**src/rtl/eth_rx_framer_if.sv**
```systemverilog
// rtl/eth_rx_framer_if.sv - SRAM strobe bus and CPU frame handshake for eth_rx_framer.
// Optional ETH_RX_CRC_EN adds crc_ok.
interface eth_rx_framer_if #(
   parameter int ADDR_W = 10
) ();
   logic [7:0]      d;
   logic [ADDR_W:0] a;
   logic            n_we;
   logic            n_cs;
   logic            frame_ready;
   logic            frame_bank;
   logic [ADDR_W:0] frame_len;
   logic            frame_ack;
   logic [7:0]      overrun_cnt;
`ifdef ETH_RX_CRC_EN
   logic            crc_ok;
`endif

   modport master (
      output d, a, n_we, n_cs, frame_ready, frame_bank, frame_len, overrun_cnt,
`ifdef ETH_RX_CRC_EN
      output crc_ok,
`endif
      input  frame_ack
   );

   modport slave (
      input  d, a, n_we, n_cs, frame_ready, frame_bank, frame_len, overrun_cnt,
`ifdef ETH_RX_CRC_EN
      input  crc_ok,
`endif
      output frame_ack
   );
endinterface

```
**src/rtl/eth_rx_framer.sv**
```systemverilog
// rtl/eth_rx_framer.sv - oversampled sck/sda receiver writing frames into ping-pong SRAM banks.
// Optional ETH_RX_CRC_EN: per-bank CRC-32 check reported on crc_ok.
module eth_rx_framer #(
   parameter int ADDR_W      = 10,
   parameter int IDLE_CYCLES = 64,
   parameter int WE_CYCLES   = 2
) (
   input  logic clk,
   input  logic rst,
   input  logic sck,
   input  logic sda,
   eth_rx_framer_if.master bus
);
   typedef enum logic [1:0] {WR_IDLE, WR_LOW, WR_HOLD} wr_state_t;

   logic            r_sck_s1, r_sck_s2, r_sck_d;
   logic            r_sda_s1, r_sda_s2;
   logic [1:0]      r_arm_cnt;
   logic            r_in_frame;
   logic            r_drop;
   logic [15:0]     r_idle_cnt;
   logic [2:0]      r_bit_cnt;
   logic [6:0]      r_shift;
   logic [ADDR_W:0] r_bytes;
   logic            r_wb, r_rb;
   logic [1:0]      r_ready;
   logic [ADDR_W:0] r_len [2];
   logic [7:0]      r_overrun;

   wr_state_t       r_state;
   logic [2:0]      r_we_cnt;
   logic [7:0]      r_d;
   logic [ADDR_W:0] r_a;
   logic            r_n_we, r_n_cs;

   logic            w_edge, w_drop, w_byte_done, w_full, w_wr_start;
   logic            w_frame_end, w_deliver, w_ack;
   logic [1:0]      w_ready_next;

   // Edges are ignored until the synchroniser has flushed post-reset values.
   assign w_edge      = (r_arm_cnt == 2'd3) & r_sck_s2 & ~r_sck_d;
   assign w_drop      = r_in_frame ? r_drop : r_ready[r_wb];
   assign w_byte_done = w_edge & (r_bit_cnt == 3'd7);
   assign w_full      = r_bytes[ADDR_W];
   assign w_wr_start  = w_byte_done & ~w_drop & ~w_full;
   assign w_frame_end = r_in_frame & ~w_edge & (r_idle_cnt == 16'(IDLE_CYCLES - 1));
   assign w_deliver   = w_frame_end & ~r_drop & (r_bytes != '0);
   assign w_ack       = bus.frame_ack & r_ready[r_rb];

   always_comb begin
      w_ready_next = r_ready;
      if (w_ack)
         w_ready_next[r_rb] = 1'b0;
      if (w_deliver)
         w_ready_next[r_wb] = 1'b1;
   end

`ifdef ETH_RX_CRC_EN
   localparam logic [31:0] CRC_POLY    = 32'hEDB88320;
   localparam logic [31:0] CRC_RESIDUE = 32'hDEBB20E3;

   logic [31:0] r_crc_run, r_crc_byte;
   logic [1:0]  r_crc_ok;
   logic        r_trunc;
   logic [31:0] w_crc_in, w_crc_next;

   assign w_crc_in   = r_in_frame ? r_crc_run : 32'hFFFFFFFF;
   assign w_crc_next = {1'b0, w_crc_in[31:1]} ^
                       ((w_crc_in[0] ^ r_sda_s2) ? CRC_POLY : 32'h0);

   // r_crc_byte only advances on whole bytes so a trailing partial byte never counts.
   always_ff @(posedge clk) begin
      if (rst) begin
         r_crc_run  <= '0;
         r_crc_byte <= '0;
         r_crc_ok   <= '0;
         r_trunc    <= 1'b0;
      end else begin
         if (w_edge) begin
            r_crc_run <= w_crc_next;
            if (!r_in_frame)
               r_trunc <= 1'b0;
            if (w_byte_done && !w_full)
               r_crc_byte <= w_crc_next;
            if (w_byte_done && w_full)
               r_trunc <= 1'b1;
         end
         if (w_deliver)
            r_crc_ok[r_wb] <= (r_crc_byte == CRC_RESIDUE) &&
                              (r_bytes > (ADDR_W + 1)'(3)) && !r_trunc;
      end
   end

   assign bus.crc_ok = r_crc_ok[r_rb];
`endif

   always_ff @(posedge clk) begin
      if (rst) begin
         r_sck_s1   <= 1'b0;
         r_sck_s2   <= 1'b0;
         r_sck_d    <= 1'b0;
         r_sda_s1   <= 1'b0;
         r_sda_s2   <= 1'b0;
         r_arm_cnt  <= '0;
         r_in_frame <= 1'b0;
         r_drop     <= 1'b0;
         r_idle_cnt <= '0;
         r_bit_cnt  <= '0;
         r_shift    <= '0;
         r_bytes    <= '0;
         r_wb       <= 1'b0;
         r_rb       <= 1'b0;
         r_ready    <= '0;
         r_len[0]   <= '0;
         r_len[1]   <= '0;
         r_overrun  <= '0;
      end else begin
         r_sck_s1 <= sck;
         r_sck_s2 <= r_sck_s1;
         r_sck_d  <= r_sck_s2;
         r_sda_s1 <= sda;
         r_sda_s2 <= r_sda_s1;
         if (r_arm_cnt != 2'd3)
            r_arm_cnt <= r_arm_cnt + 2'd1;

         if (w_edge) begin
            r_idle_cnt <= '0;
            r_bit_cnt  <= r_bit_cnt + 3'd1;
            r_shift    <= {r_sda_s2, r_shift[6:1]};
            if (!r_in_frame) begin
               r_in_frame <= 1'b1;
               r_drop     <= r_ready[r_wb];
               r_bytes    <= '0;
            end else if (w_byte_done && !r_drop && !w_full) begin
               r_bytes <= r_bytes + (ADDR_W + 1)'(1);
            end
         end else if (r_in_frame) begin
            if (w_frame_end) begin
               r_in_frame <= 1'b0;
               r_bit_cnt  <= '0;
               r_idle_cnt <= '0;
               if (r_drop && r_overrun != 8'hFF)
                  r_overrun <= r_overrun + 8'd1;
            end else begin
               r_idle_cnt <= r_idle_cnt + 16'd1;
            end
         end

         r_ready <= w_ready_next;
         if (w_ack)
            r_rb <= ~r_rb;
         if (w_deliver) begin
            r_len[r_wb] <= r_bytes;
            r_wb        <= ~r_wb;
         end
      end
   end

   // SRAM write strobe sequencer: WE_CYCLES low, one hold cycle, then release.
   always_ff @(posedge clk) begin
      if (rst) begin
         r_state  <= WR_IDLE;
         r_we_cnt <= '0;
         r_d      <= '0;
         r_a      <= '0;
         r_n_we   <= 1'b1;
         r_n_cs   <= 1'b1;
      end else begin
         case (r_state)
            WR_IDLE: begin
               if (w_wr_start) begin
                  r_d      <= {r_sda_s2, r_shift};
                  r_a      <= {r_wb, r_bytes[ADDR_W-1:0]};
                  r_n_we   <= 1'b0;
                  r_n_cs   <= 1'b0;
                  r_we_cnt <= '0;
                  r_state  <= WR_LOW;
               end
            end
            WR_LOW: begin
               if (r_we_cnt == 3'(WE_CYCLES - 1)) begin
                  r_n_we  <= 1'b1;
                  r_state <= WR_HOLD;
               end else begin
                  r_we_cnt <= r_we_cnt + 3'd1;
               end
            end
            WR_HOLD: begin
               r_n_cs  <= 1'b1;
               r_state <= WR_IDLE;
            end
            default: begin
               r_n_we  <= 1'b1;
               r_n_cs  <= 1'b1;
               r_state <= WR_IDLE;
            end
         endcase
      end
   end

   assign bus.d           = r_d;
   assign bus.a           = r_a;
   assign bus.n_we        = r_n_we;
   assign bus.n_cs        = r_n_cs;
   assign bus.frame_ready = r_ready[r_rb];
   assign bus.frame_bank  = r_rb;
   assign bus.frame_len   = r_len[r_rb];
   assign bus.overrun_cnt = r_overrun;
endmodule

```
**src/flat_wrapper.sv**
```systemverilog
// flat-port wrapper written by rule: the top's interface ports become plain ports
module eth_rx_framer_flat 
#(
   parameter int ADDR_W      = 10,
   parameter int IDLE_CYCLES = 64,
   parameter int WE_CYCLES   = 2
)
  (clk, rst, sck, sda, bus_d, bus_a, bus_n_we, bus_n_cs, bus_frame_ready, bus_frame_bank, bus_frame_len, bus_overrun_cnt, bus_frame_ack);
  eth_rx_framer_if #(.ADDR_W(ADDR_W)) bus_i ();
  input  logic clk;
  input  logic rst;
  input  logic sck;
  input  logic sda;
  output wire logic [$bits(bus_i.d)-1:0] bus_d;
  output wire logic [$bits(bus_i.a)-1:0] bus_a;
  output wire logic [$bits(bus_i.n_we)-1:0] bus_n_we;
  output wire logic [$bits(bus_i.n_cs)-1:0] bus_n_cs;
  output wire logic [$bits(bus_i.frame_ready)-1:0] bus_frame_ready;
  output wire logic [$bits(bus_i.frame_bank)-1:0] bus_frame_bank;
  output wire logic [$bits(bus_i.frame_len)-1:0] bus_frame_len;
  output wire logic [$bits(bus_i.overrun_cnt)-1:0] bus_overrun_cnt;
  input wire logic [$bits(bus_i.frame_ack)-1:0] bus_frame_ack;
  assign bus_d = bus_i.d;
  assign bus_a = bus_i.a;
  assign bus_n_we = bus_i.n_we;
  assign bus_n_cs = bus_i.n_cs;
  assign bus_frame_ready = bus_i.frame_ready;
  assign bus_frame_bank = bus_i.frame_bank;
  assign bus_frame_len = bus_i.frame_len;
  assign bus_overrun_cnt = bus_i.overrun_cnt;
  assign bus_i.frame_ack = bus_frame_ack;
  eth_rx_framer #(.ADDR_W(ADDR_W), .IDLE_CYCLES(IDLE_CYCLES), .WE_CYCLES(WE_CYCLES)) u_core (.clk(clk), .rst(rst), .sck(sck), .sda(sda), .bus(bus_i));
endmodule
```
**config.mk**
```make
export PLATFORM = sky130hd
export DESIGN_NAME = eth_rx_framer_flat
export DESIGN_NICKNAME = d
export VERILOG_FILES = /design/src/rtl/eth_rx_framer_if.sv /design/src/rtl/eth_rx_framer.sv /design/src/flat_wrapper.sv
export SDC_FILE = /design/constraint.sdc
export NUM_CORES = 1
export LEC_CHECK = 0
export BUFFER_PORTS_ARGS = -buffer_cell sky130_fd_sc_hd__buf_2
export CORE_MARGIN = 10
export CORE_UTILIZATION = 55
export DETAILED_ROUTE_END_ITERATION = 12
export GPL_ROUTABILITY_DRIVEN = 0
export PLACE_DENSITY = 0.75
export SETUP_SLACK_MARGIN = 0.05
export SLEW_MARGIN = 20
export SYNTH_ARGS = -nofsm -noshare
export SYNTH_HDL_FRONTEND = slang
export SYNTH_SLANG_ARGS = --single-unit
```
**constraint.sdc**
```tcl
create_clock -name clk -period 2.85 [get_ports clk]
set_input_delay 0.285 -clock clk [delete_from_list [all_inputs] [get_ports clk]]
set_output_delay 0.285 -clock clk [all_outputs]
set_load 0.02 [all_outputs]
```
## After elaboration in Yosys (flattened, before gate mapping)

Memory sizes are Yosys's and may differ from the RTL's. A register that Yosys moved wholly into a read port is not among the register bits.
Index checks and enable logic that the tools add are counted.

- Register bits after elaboration: 84
- Bits in latches: 0
- Memory bits (writable): 22
- Bits in read-only memories: 0
- Input port bits: 5
- Logic and storage cells: 129
- Memories kept: 1

Memories:

| memory | depth | width | rd ports | clocked after memory_dff | wr ports | RTL line | RTL |
|---|---|---|---|---|---|---|---|
| u_core.r_len | 2 | 11 | 1 | 1 | 2 | eth_rx_framer.sv:27 | `logic [ADDR_W:0] r_len [2];` |

- $add $sub $neg: 6
- Multiply operators: 0
- Div/mod/pow operators: 0
- Order comparisons: 4
- Eq/ne operators: 12
- Shift-type cells: 0
- Multiplexer cells: 40
- Bitwise logic cells: 22
- Reductions and logical operators: 22

Operators with widths:

| cell | number |
|---|---|
| two-way mux 11 bit | 3 |
| two-way mux 1 bit | 21 |
| adder 16 x 1 -> 16 bit (second input constant) | 1 |
| == test 16 x 6 -> 1 bit (second input constant) | 1 |
| two-way mux 16 bit | 1 |
| two-way mux 3 bit | 5 |
| adder 11 x 1 -> 11 bit (second input constant) | 1 |
| nonzero test 11 bit | 1 |
| OR reduction 11 bit | 1 |
| bitwise AND 1 bit | 10 |
| AND reduction 2 bit | 5 |
| inverter 1 bit | 9 |
| adder 8 x 1 -> 8 bit (second input constant) | 1 |
| two-way mux 2 bit | 4 |
| inequality test 8 bit (second input constant) | 1 |
| adder 3 x 1 -> 3 bit (second input constant) | 2 |
| inequality test 2 bit (second input constant) | 3 |
| one-hot mux 3 bit (2 select lines) | 1 |
| AND reduction 3 bit | 2 |
| nonzero test 2 bit | 3 |
| logical AND 1 bit | 5 |
| == test 2 bit (second input constant) | 2 |
| less-than comparator 1 x 2 -> 1 bit (second input constant) | 2 |
| inequality test 2 x 1 -> 1 bit (second input constant) | 2 |
| 16 further kinds | 19 |

## Depth between registers and ports, before layout

Gate-level depths: netlist of run 1.

- Word-level depth: 13
- Mapped depth: 8

## Least setup slack after synthesis of run 1

Ideal clock, no wire load.

- Path kind: register to register
- Start: register u_core.r_arm_cnt[0]
- End: memory u_core.r_len[1][0] (netlist name) (enable)
- Setup time: 0.353 ns
- Arrival time: 1.657 ns
- Data required time: 2.497 ns
- Slack: 0.841 ns
- Stages on the path, launching flop included: 7
- Cells stage by stage: dfxtp_1 -> ha_1 -> and3b_1 -> buf_4 -> a311oi_2 -> nand3_1 -> nand2b_1

RTL lines:

| what | RTL line | RTL |
|---|---|---|
| start: declaration | eth_rx_framer.sv:18 | `logic [1:0] r_arm_cnt;` |
| start signal: assignment | eth_rx_framer.sv:124 | `r_arm_cnt <= r_arm_cnt + 2'd1;` |
| end: declaration | eth_rx_framer.sv:27 |  |

==> results of run 1 <==
[sequential cells by signal, indices dropped and copies added (netlist names), 2 cells and up, named ones only]
name,count
u_core.r_arm_cnt,2
u_core.r_shift,7
u_core.r_bytes,11
u_core.bus.a,11
u_core.r_len,22
u_core.bus.overrun_cnt,8
u_core.r_we_cnt,3
u_core.r_idle_cnt,16
u_core.r_state,2
u_core.r_bit_cnt,3
u_core.r_ready,2
u_core.bus.d,8
[placed cells by master, fill, tap and decap left out, drive strengths merged, types with 3 or more instances in the layout]
master   n
a311oi   4
nand4   10
buf     56
a21oi   21
o21ai    5
nand2b   6
ha       9
edfxtp  22
inv     11
xor2    18
xnor2   10
dfxtp   85
nor4b    9
nor3    20
nand3   16
mux2    12
mux2i   23
nor4    10
nor2b    6
and4     5
and3b    3
nand2   43
or3      3
nor2    66
clkbuf  12
[synth_stat cells (9+ instances only)]
library cell and instances:
nand4_1 10, a21oi_1 21, ha_1 9, nor3_1 19
dfxtp_1 85, xor2_1 18, edfxtp_1 22, mux2_2 12
clkbuf_1 19, xnor2_1 10, mux2i_1 23, nand3_1 16
nor2_1 66, nand2_1 42, inv_1 9
[per-stage QoR]
step / cells / setup slack (ns) / hold slack, ns / cell area, um2 / utilization [%]
2_1_floorplan: 464 / 0.841 / 0.408 / 4620 / -
3_3_place_gp: 594 / 0.670 / 0.421 / 4900 / 59.6
3_5_place_dp: 594 / 0.536 / 0.432 / 4900 / 59.6
4_1_cts: 610 / 0.515 / 0.145 / 5090 / 61.9
5_1_grt: 610 / 0.281 / 0.149 / 5090 / 61.9
6_report: 610 / 0.493 / 0.144 / 5090 / 61.9
[power breakdown]
part,internal (mW),switching [mW]
Clock,0.410,0.489
Sequential,1.56,0.00922
Combinational,0.0275,0.0582
Total,2.00,0.556
[how the worst max path moves through the flow]
| stage | endpoint | slack (ns) | depth (start not counted) |
|---|---|---|---|
| after detailed placement | u_core.r_len[0][2]$_SDFFCE_PN0P_ | 0.54 | 5 |
| after global routing | u_core.r_len[0][2]$_SDFFCE_PN0P_ | 0.28 | 5 |
| after floorplan | u_core.r_len[1][0]$_SDFFCE_PN0P_ | 0.84 | 6 |
| after CTS | u_core.r_len[0][2]$_SDFFCE_PN0P_ | 0.52 | 5 |
| after global placement | u_core.r_len[1][6]$_SDFFCE_PN0P_ | 0.67 | 5 |
| final | u_core.r_len[0][2]$_SDFFCE_PN0P_ | 0.49 | 5 |
[area by class of cell]
type	count	area share, %
Sequential cell	107	46.4
Multi-Input combinational cell	316	40.5
Timing Repair Buffer	56	6.00
Clock buffer	12	2.66
Tap cell	105	2.58
Clock inverter	4	1.03
Inverter	10	0.738
[worst max-delay path, delay by kind of cell, from the launching register on]
family / cells / cell delay, ns
DFF: 1 / 0.40
and+or+nand+nor: 4 / 1.50
adders and majority gates: 1 / 0.25
[routing by layer]
layer  track usage (%)  up-vias  wire length, um
met3              4.19       15              505
li1                  -     1685                -
met2              23.2       90             4180
met5                 0        -                0
met1              19.7     1587             4230
met4              5.14        0              189
[kinds of logic (layout without fill, tap and decap cells)]
| kind of cell | count (synthesis) | in the layout | share of synthesized area, % |
|---|---|---|---|
| compound gates | 40 | 40 | 5.39 |
| fa+ha+maj | 9 | 9 | 2.44 |
| buf+inv | 41 | 82 | 4.25 |
| flops | 107 | 107 | 51.1 |
| simple gates | 204 | 204 | 23.6 |
| xor+xnor | 28 | 28 | 5.31 |
| mux | 35 | 35 | 7.91 |
==> results.py, run 1 <==
metrics = {
    "run_status": {
        "status": "complete, no violations",
    },
    "global_route": {
        "grt_start_max_net_pins": 32,
        "grt_pass1_vias": 3310,
        "antenna_found_initial": 0,
        "grt_overflow_total": 0,
        "grt_use_total_pct": 15.0,
        "grt_pass1_wl_um": 16000,
    },
    "route": {
        "num_vias": 3377,
        "viasPerCell": 5.54,
        "routed_wl_um": 9110,
        "drc_errors": 0,
        "drt_iter0_drc": 222,
        "final_antenna_net_count": 0,
        "wl_per_cell_um": 14.9,
        "first_pass_iters": 5,
    },
    "timing": {
        "finalCriticalPeriod_ns": 2.36,
        "relSlewSlack_pct": 63.6,
        "max_slew.worst_pin.slew_ns": 0.542,
        "drv_slew": 0,
        "fin_crit_sh_pct": 82.7,
        "setup_viol": 0,
        "fin_tns_setup_ns": 0,
        "max_freq_mhz": 424,
        "rsz0062_at_grt": "false",
        "finalClockSkew_ns": 0.0142,
        "hold_viol": 0,
    },
    "critical_path": {
        "crit_type": "flip-flop to flip-flop",
        "path_cells": "ha_1 -> and4bb_2 -> and4_1 -> nand2_2 -> nor4b_1",
        "crit_fanout": 23,
        "r2r_slack_ns": 0.49,
        "crit_path_top_delay_cell": "and4_1",
        "crit_arrival_ns": 2.52,
        "reg2reg_to": "u_core.r_len[0][2]$_SDFFCE_PN0P_",
        "critPathCaptureType": "flip-flop",
        "crit_path_max_incr_delay_ns": 0.46,
        "start_kind": "flip-flop",
        "r2r-start": "u_core.r_idle_cnt[0]$_SDFFE_PP0P_",
        "worstPathRequired_ns": 3.01,
        "worstRegToRegCells": 5,
        "cp-startpoint": "u_core.r_idle_cnt[0]$_SDFFE_PP0P_",
    },
    "yosys": {
        "synth_cells": 464,
        "syn_area_per_cell_um2": 9.96,
        "synth_edf_count": 22,
        "yosysTopAreaCell": "dfxtp_1",
        "synth_flop_cell": "dfxtp_1",
        "ys_seq_area_share_pct": 51.1,
        "ys_warn_count": 0,
        "synth_top_area_share_pct": 36.8,
        "ys_ff_latch": 107,
        "synth_area_leaders": "dfxtp_1 (37%), edfxtp_1 (14%), nor2_1 (5.4%), mux2i_1 (5.0%), nand2_1 (3.4%)",
        "syn_area_um2": 4620,
        "synth.distinct_cells": 50,
        "synthArstFlopShare_pct": 0,
        "syn_nets": 478,
    },
    "place": {
        "port_buffers": 46,
        "dpl.hpwl_um": 6520,
    },
    "power": {
        "power_density_nw_per_um2": 502,
        "leakagePower_nw": 1.86,
        "p_total_mw": 2.56,
        "irDropWorstVdd_mv": 0.278,
    },
    "cts": {
        "cts_sinks": 107,
        "cts_buffers": 9,
        "post-cts-setup-buffer-count": 0,
        "htree_levels": 3,
        "cts_tree": "done",
        "ctsHoldBuffers": 0,
        "cts.clk_slew.worst_paths_ns": 0.10,
        "cts_resized": 0,
        "root_buffer": "clkbuf_8",
        "clock_latency_ns": 0.36,
        "clockBufferDepth": 2,
    },
    "finish": {
        "areaGrowthSynthToFinish_pct": 10.1,
        "fin_nets": 514,
        "multi_input_area_um2": 2060,
        "diodes": 0,
        "drive_gt1_share_pct": 19.0,
        "fill_cells": 704,
        "seqCellArea_um2": 2360,
    },
    "hold_path": {
        "hold_depth": 2,
        "hold_path_end": "u_core.r_sck_s1$_SDFF_PP0_",
        "min-delay-start": "sck",
        "min_path_type": "input pin to flip-flop",
    },
    "floorplan": {
        "io_pins": 47,
        "die_w_um": 112,
        "start_util_pct": 56.2,
        "die_h_um": 112,
        "rows": 33,
        "fp.dieArea_um2": 12500,
        "coreArea_um2": 8220,
    },
    "run": {
        "cap_violations": 0,
    },
}
(Power assumes the default switching activity.)
==> run 2, diff against run 1 <==
CORE_UTILIZATION = 53   (was 55)
PLACE_DENSITY = 0.76   (was 0.75)
clock period = 2.1 ns   (was 2.85 ns; I/O delays follow)
==> run 2 against run 1 <==
- combinational power increased by 47%
- cell area rose by 2.6%
- sequential power is 36% higher
- global-route usage shrank 0.60 points
- via count shrank 0.41%
- die area rose by 3.1%
- first-iteration DRC count shrank 38%
- hold slack got worse by 0.094 ns
- critical path depth increased by 3
- count of clock-buffer cells in the layout fell by 1
- critical path type unchanged
==> results.py, run 2 (same netlist as run 1, synthesis figures left out) <==
metrics = {
    "critical_path": {
        "r2r-start": "u_core.r_idle_cnt[1]$_SDFFE_PP0P_",
        "start_kind": "flip-flop",
        "crit_arrival_ns": 2.02,
        "worstPathRequired_ns": 2.20,
        "reg2reg_to": "u_core.r_len[0][8]$_SDFFCE_PN0P_",
        "worstRegToRegCells": 8,
        "r2r_slack_ns": 0.18,
        "critPathCaptureType": "flip-flop",
        "crit_fanout": 11,
        "crit_type": "flip-flop to flip-flop",
    },
    "global_route": {
        "grt_pass1_wl_um": 15400,
        "grt_pass1_vias": 3232,
        "grt_overflow_total": 0,
        "grt_use_total_pct": 14.4,
        "antenna_found_initial": 0,
        "grt_start_max_net_pins": 40,
    },
    "place": {
        "dpl.hpwl_um": 6650,
        "port_buffers": 46,
        "dp.cells": 604,
    },
    "finish": {
        "regMostFlops": "u_core.r_len",
        "final_cells": 620,
        "areaGrowthSynthToFinish_pct": 12.9,
        "mostFrequentLayoutCells": "dfxtp_1 (82), nor2_1 (66), buf_2 (46)",
        "drive_gt1_share_pct": 22.5,
        "largest_registers": "u_core.r_len x22, u_core.r_idle_cnt x16",
        "diodes": 0,
        "seqCellArea_um2": 2370,
        "fill_cells": 735,
        "multi_input_area_um2": 2090,
        "mostFrequentLayoutCell": "dfxtp_1",
        "largest_reg_flops": 22,
        "fin_nets": 521,
    },
    "floorplan": {
        "io_pins": 47,
        "fp.dieArea_um2": 12900,
        "start_util_pct": 53.8,
        "die_h_um": 113,
        "coreArea_um2": 8590,
        "die_w_um": 113,
        "rows": 34,
    },
    "power": {
        "power_density_nw_per_um2": 668,
        "p_sw_mw": 0.784,
        "clock_power_share_pct": 35.2,
        "irDropWorstVdd_mv": 0.374,
        "combPwrFrac_pct": 3.6,
        "sw_frac_of_total_pct": 22.5,
        "leakagePower_nw": 1.92,
        "p_int_mw": 2.70,
        "p_seq_share_pct": 61.2,
        "p_total_mw": 3.48,
    },
    "route": {
        "drt_iter0_drc": 137,
        "routed_wl_um": 9280,
        "first_pass_iters": 4,
        "wl_per_cell_um": 15.0,
        "drc_errors": 0,
        "num_vias": 3363,
        "viasPerCell": 5.42,
        "final_antenna_net_count": 0,
    },
    "run": {
        "cap_violations": 0,
    },
    "hold_path": {
        "min_path_type": "input pin to flip-flop",
        "hold_path_end": "u_core.r_sda_s1$_SDFF_PP0_",
        "hold_depth": 2,
        "min-delay-start": "sda",
    },
    "cts": {
        "cts_buffers": 9,
        "clock_latency_ns": 0.37,
        "post-cts-setup-buffer-count": 0,
        "clockBufferDepth": 2,
        "root_buffer": "clkbuf_8",
        "cts.clk_slew.worst_paths_ns": 0.10,
        "cts_resized": 0,
        "htree_levels": 3,
        "ctsHoldBuffers": 0,
        "cts_sinks": 107,
        "cts_tree": "done",
    },
    "timing": {
        "drv_slew": 0,
        "holdWs_ns": 0.0502,
        "finalClockSkew_ns": 0.00693,
        "hold_viol": 0,
        "relSlewSlack_pct": 64.1,
        "setup_viol": 0,
        "fin_crit_sh_pct": 91.5,
        "rsz0062_at_grt": "false",
        "max_freq_mhz": 520,
        "finalCriticalPeriod_ns": 1.92,
        "max_slew.worst_pin.slew_ns": 0.535,
        "fin_tns_setup_ns": 0,
    },
    "run_status": {
        "status": "complete, no violations",
    },
}
run 2: cell count changes in the layout (fill, tap and decap cells not counted), sizes merged:
| cell | delta |
|---|---|
| buf | +7 |
| bufinv | -1 |
| clkbuf | -1 |
| clkinvlp | +1 |
| inv | +1 |
run 2: power groups by stage:
stage          registers (mW)  logic, mW  clock network [mW]
2_1_floorplan            2.18     0.0868                   0
4_1_cts                  2.13      0.127                1.25
6_report                 2.13      0.126                1.23
5_1_grt                  2.13      0.138                1.33
3_5_place_dp             2.18      0.127                   0
3_3_place_gp             2.18      0.122                   0
run 2: stage by stage:
stage               cell area, um2  utilization, %  setup slack (ns)
CTS                           5190            60.4             0.114
global placement              4990            58.1             0.230
global route                  5220            60.7            0.0531
detailed placement            4990            58.1             0.152
finish                        5220            60.7             0.178
floorplan                     4620               -            0.0905
run 2: cell type report:
| type | count | share of cell area, % |
|---|---|---|
| Inverter | 10 | 0.719 |
| Sequential cell | 107 | 45.3 |
| Tap cell | 108 | 2.59 |
| Multi-Input combinational cell | 316 | 40.0 |
| Timing Repair Buffer | 63 | 7.58 |
| Clock buffer | 11 | 3.12 |
| Clock inverter | 5 | 0.623 |
run 2: worst max path at each step:
stage,start,to,slack [ns],depth (start not counted)
finish,u_core.r_idle_cnt[1]$_SDFFE_PP0P_,u_core.r_len[0][8]$_SDFFCE_PN0P_,0.18,8
global placement,u_core.r_idle_cnt[0]$_SDFFE_PP0P_,u_core.r_len[0][6]$_SDFFCE_PN0P_,0.23,8
detailed placement,u_core.r_idle_cnt[0]$_SDFFE_PP0P_,u_core.r_len[0][2]$_SDFFCE_PN0P_,0.15,6
floorplan,u_core.r_arm_cnt[0]$_SDFFE_PP0P_,u_core.r_len[1][0]$_SDFFCE_PN0P_,0.09,6
global route,u_core.r_idle_cnt[1]$_SDFFE_PP0P_,u_core.r_len[0][10]$_SDFFCE_PN0P_,0.05,6
CTS,u_core.r_idle_cnt[0]$_SDFFE_PP0P_,u_core.r_len[0][2]$_SDFFCE_PN0P_,0.11,6
run 2: per-layer routing:
| layer | global-route usage, % | wire (um) | vias to the layer above |
|---|---|---|---|
| met5 | 0 | 0 | - |
| met4 | 6.43 | 130 | 0 |
| met3 | 3.73 | 470 | 13 |
| met2 | 23.5 | 4570 | 68 |
| met1 | 17.6 | 4110 | 1589 |
| li1 | - | - | 1693 |
run 2: critical path: stages, from the launching register on:
cell	delay (ns)
dfxtp_1	0.39
ha_2	0.24
and4bb_2	0.24
nand4_1	0.12
buf_4	0.20
nor2_1	0.09
nand2_1	0.08
nand2b_1	0.13
buf_12	0.15
==> run 3, diff against run 2 <==
ABC_AREA = 1   (was default)
PLACE_DENSITY = 0.75   (was 0.76)
SKIP_CTS_REPAIR_TIMING = 1   (was default)
==> run 3 against run 2 <==
- via count increased by 23%
- utilization decreased by 0.074 points
- power decreased by 0.24%
- flip-flop and latch count unchanged
- count of clock-buffer cells in the layout decreased by 1
- worst setup slack improved by 0.055 ns
- sequential share of layout area decreased by 1.1 points
- maximum frequency increased by 2.9%
- die area increased by 3.6%
- highest routed layer unchanged
==> results.py, run 3 <==
metrics = {
    "yosys": {
        "ys_seq_area_share_pct": 48.9,
        "yosysMostFrequentCell": "nor2_1",
        "synth_top_family_by_area": "simple AND/OR/NAND/NOR gates",
        "synth_edf_count": 22,
        "synth_cells": 617,
        "syn_area_um2": 4830,
        "ys_warn_count": 0,
        "synthXorXnorAreaFrac_pct": 1.63,
        "synthMuxAreaShare_pct": 2.57,
        "synth_flop_cell": "dfxtp_1",
        "synth_area_leaders": "dfxtp_1 (35%), edfxtp_1 (14%), nor2_1 (10%), nand2_1 (8.6%), inv_1 (5.1%)",
        "synth_top_area_share_pct": 35.3,
        "synth_simple_gate_area_share_pct": 29.0,
        "syn_area_per_cell_um2": 7.82,
        "yosysTopAreaCell": "dfxtp_1",
        "synthArstFlopShare_pct": 0,
        "synth_adder_area_share_pct": 2.33,
        "ys_top_cells_by_count": "nor2_1 (131), nand2_1 (110), dfxtp_1 (85), inv_1 (65), nand3_1 (45)",
        "synth-compound-area-share_pct": 7.73,
        "synth.distinct_cells": 36,
        "syn_nets": 631,
        "ys_ff_latch": 107,
    },
    "cts": {
        "clockBufferDepth": 2,
        "clock_latency_ns": 0.38,
        "cts.clk_slew.worst_paths_ns": 0.12,
        "root_buffer": "clkbuf_8",
        "htree_levels": 3,
        "cts_sinks": 107,
        "cts_tree": "done",
        "cts_buffers": 9,
    },
    "run": {
        "cap_violations": 0,
    },
    "route": {
        "drc_errors": 0,
        "num_vias": 4124,
        "final_antenna_net_count": 0,
        "first_pass_iters": 5,
        "viasPerCell": 5.30,
        "drt_iter0_drc": 213,
        "wl_per_cell_um": 13.5,
        "routed_wl_um": 10500,
    },
    "finish": {
        "fin_nets": 679,
        "largest_registers": "u_core.r_len x22, u_core.r_idle_cnt x16",
        "final_cells": 778,
        "fill_cells": 776,
        "drive_gt1_share_pct": 15.1,
        "areaGrowthSynthToFinish_pct": 10.7,
        "diodes": 0,
        "regMostFlops": "u_core.r_len",
        "mostFrequentLayoutCell": "nor2_1",
        "largest_reg_flops": 22,
        "mostFrequentLayoutCells": "nor2_1 (131), nand2_1 (109), dfxtp_1 (85)",
    },
    "place": {
        "dpl.hpwl_um": 7660,
        "port_buffers": 46,
        "dp.cells": 762,
    },
    "critical_path": {
        "r2r-start": "u_core.r_bytes[0]$_SDFFE_PP0P_",
        "crit_arrival_ns": 1.95,
        "critPathCaptureType": "flip-flop",
        "start_kind": "flip-flop",
        "cp-startpoint": "u_core.r_bytes[0]$_SDFFE_PP0P_",
        "worstPathRequired_ns": 2.18,
        "r2r_slack_ns": 0.23,
        "worstRegToRegCells": 8,
        "crit_type": "flip-flop to flip-flop",
        "reg2reg_to": "u_core.r_len[0][0]$_SDFFCE_PN0P_",
        "crit_fanout": 11,
    },
    "timing": {
        "rsz0062_at_grt": "false",
        "finalCriticalPeriod_ns": 1.87,
        "relSlewSlack_pct": 62.7,
        "max_freq_mhz": 535,
        "drv_slew": 0,
        "hold_viol": 0,
        "finalClockSkew_ns": 0.0193,
        "fin_crit_sh_pct": 89.0,
        "max_slew.worst_pin.slew_ns": 0.559,
        "fin_tns_setup_ns": 0,
        "setup_viol": 0,
    },
    "floorplan": {
        "rows": 34,
        "io_pins": 47,
        "die_h_um": 115,
        "start_util_pct": 54.8,
        "fp.dieArea_um2": 13300,
        "coreArea_um2": 8810,
        "die_w_um": 115,
    },
    "power": {
        "p_total_mw": 3.48,
        "irDropWorstVdd_mv": 0.424,
        "leakagePower_nw": 2.24,
        "power_density_nw_per_um2": 651,
    },
    "global_route": {
        "grt_overflow_total": 0,
        "antenna_found_initial": 0,
        "grt_pass1_wl_um": 17700,
        "grt_pass1_vias": 3792,
        "grt_start_max_net_pins": 29,
        "grt_use_total_pct": 16.0,
    },
    "run_status": {
        "status": "complete, no violations",
    },
    "hold_path": {
        "min-delay-start": "sck",
        "hold_path_end": "u_core.r_sck_s1$_SDFF_PP0_",
        "hold_depth": 3,
        "min_path_type": "input pin to flip-flop",
    },
}
## run 3: cell types whose count changed in the layout (fill, tap and decap cells not counted), moves of 6 or more
cell      before  now
nor2b_1        6    0
nor2_1        66  131
inv_1          9   65
xnor2_1       10    2
mux2i_1       23    0
a21oi_1       21   29
o21ai_0        4   32
nand2_1       42  109
nor3_1        19    8
nand2b_1       6    0
nor4b_2        7    0
nand3_1       16   45
xor2_1        18    7
## run 3: power by group
part           internal [mW]  total, mW  leakage [nW]  switching, mW
registers               2.13       2.14         0.897         0.0139
logic                 0.0381      0.123          1.25         0.0845
clock network          0.462       1.21        0.0939          0.752
total                   2.63       3.48          2.24          0.850
## run 3: worst max path at each step
stage                                        to  slack [ns]  depth (start not counted)
2_1_floorplan  u_core.r_len[1][0]$_SDFFCE_PN0P_        0.21                          9
3_3_place_gp   u_core.r_len[1][7]$_SDFFCE_PN0P_        0.24                          8
3_5_place_dp   u_core.r_len[1][5]$_SDFFCE_PN0P_        0.13                          7
4_1_cts        u_core.r_len[1][2]$_SDFFCE_PN0P_        0.10                          7
5_1_grt        u_core.r_len[0][3]$_SDFFCE_PN0P_        0.10                          8
6_report       u_core.r_len[0][0]$_SDFFCE_PN0P_        0.23                          8
## run 3: metal layers
layer	up-vias	GRT usage (%)	share of wire, %
met5	-	0	0
met4	0	5.66	1.5
met3	16	3.72	6.4
met2	117	25.5	45
met1	1899	20.9	48
li1	2092	-	-
## run 3: cell families (layout without fill, tap and decap cells)
kind of cell,after synthesis,count (layout)
xor+xnor,9,9
flops,107,107
fa+ha+maj,9,9
compound gates,72,72
simple gates,320,320
buf+inv,89,142
mux,11,11
## run 3: critical path, cell delays in order (launching register included)
cell and delay, ns:
dfxtp_1 0.44, inv_1 0.12, ha_1 0.21, nand4_1 0.08, nor2_1 0.05, nor2_2 0.21, nand2_1 0.12, o21ai_2 0.11
buf_4 0.21
## run 3: final cells by class
| type | count | area [um2] | area share [%] |
|---|---|---|---|
| well taps | 108 | 135 | 2.53 |
| clock buffers | 10 | 129 | 2.41 |
| inverters | 71 | 269 | 5.04 |
| multi-input cells | 421 | 2090 | 39.2 |
| clock inverters | 6 | 56.3 | 1.05 |
| flip-flops and latches | 107 | 2360 | 44.2 |
| repair buffers | 55 | 298 | 5.58 |
## run 3: stage by stage
step / utilization, % / hold WS [ns] / area [um2] / worst slack, ns
2_1_floorplan: - / 0.317 / 4830 / 0.207
3_3_place_gp: 58.5 / 0.394 / 5150 / 0.235
3_5_place_dp: 58.5 / 0.404 / 5150 / 0.131
4_1_cts: 60.6 / 0.0354 / 5340 / 0.104
5_1_grt: 60.7 / 0.0547 / 5340 / 0.102
6_report: 60.7 / 0.0427 / 5340 / 0.232
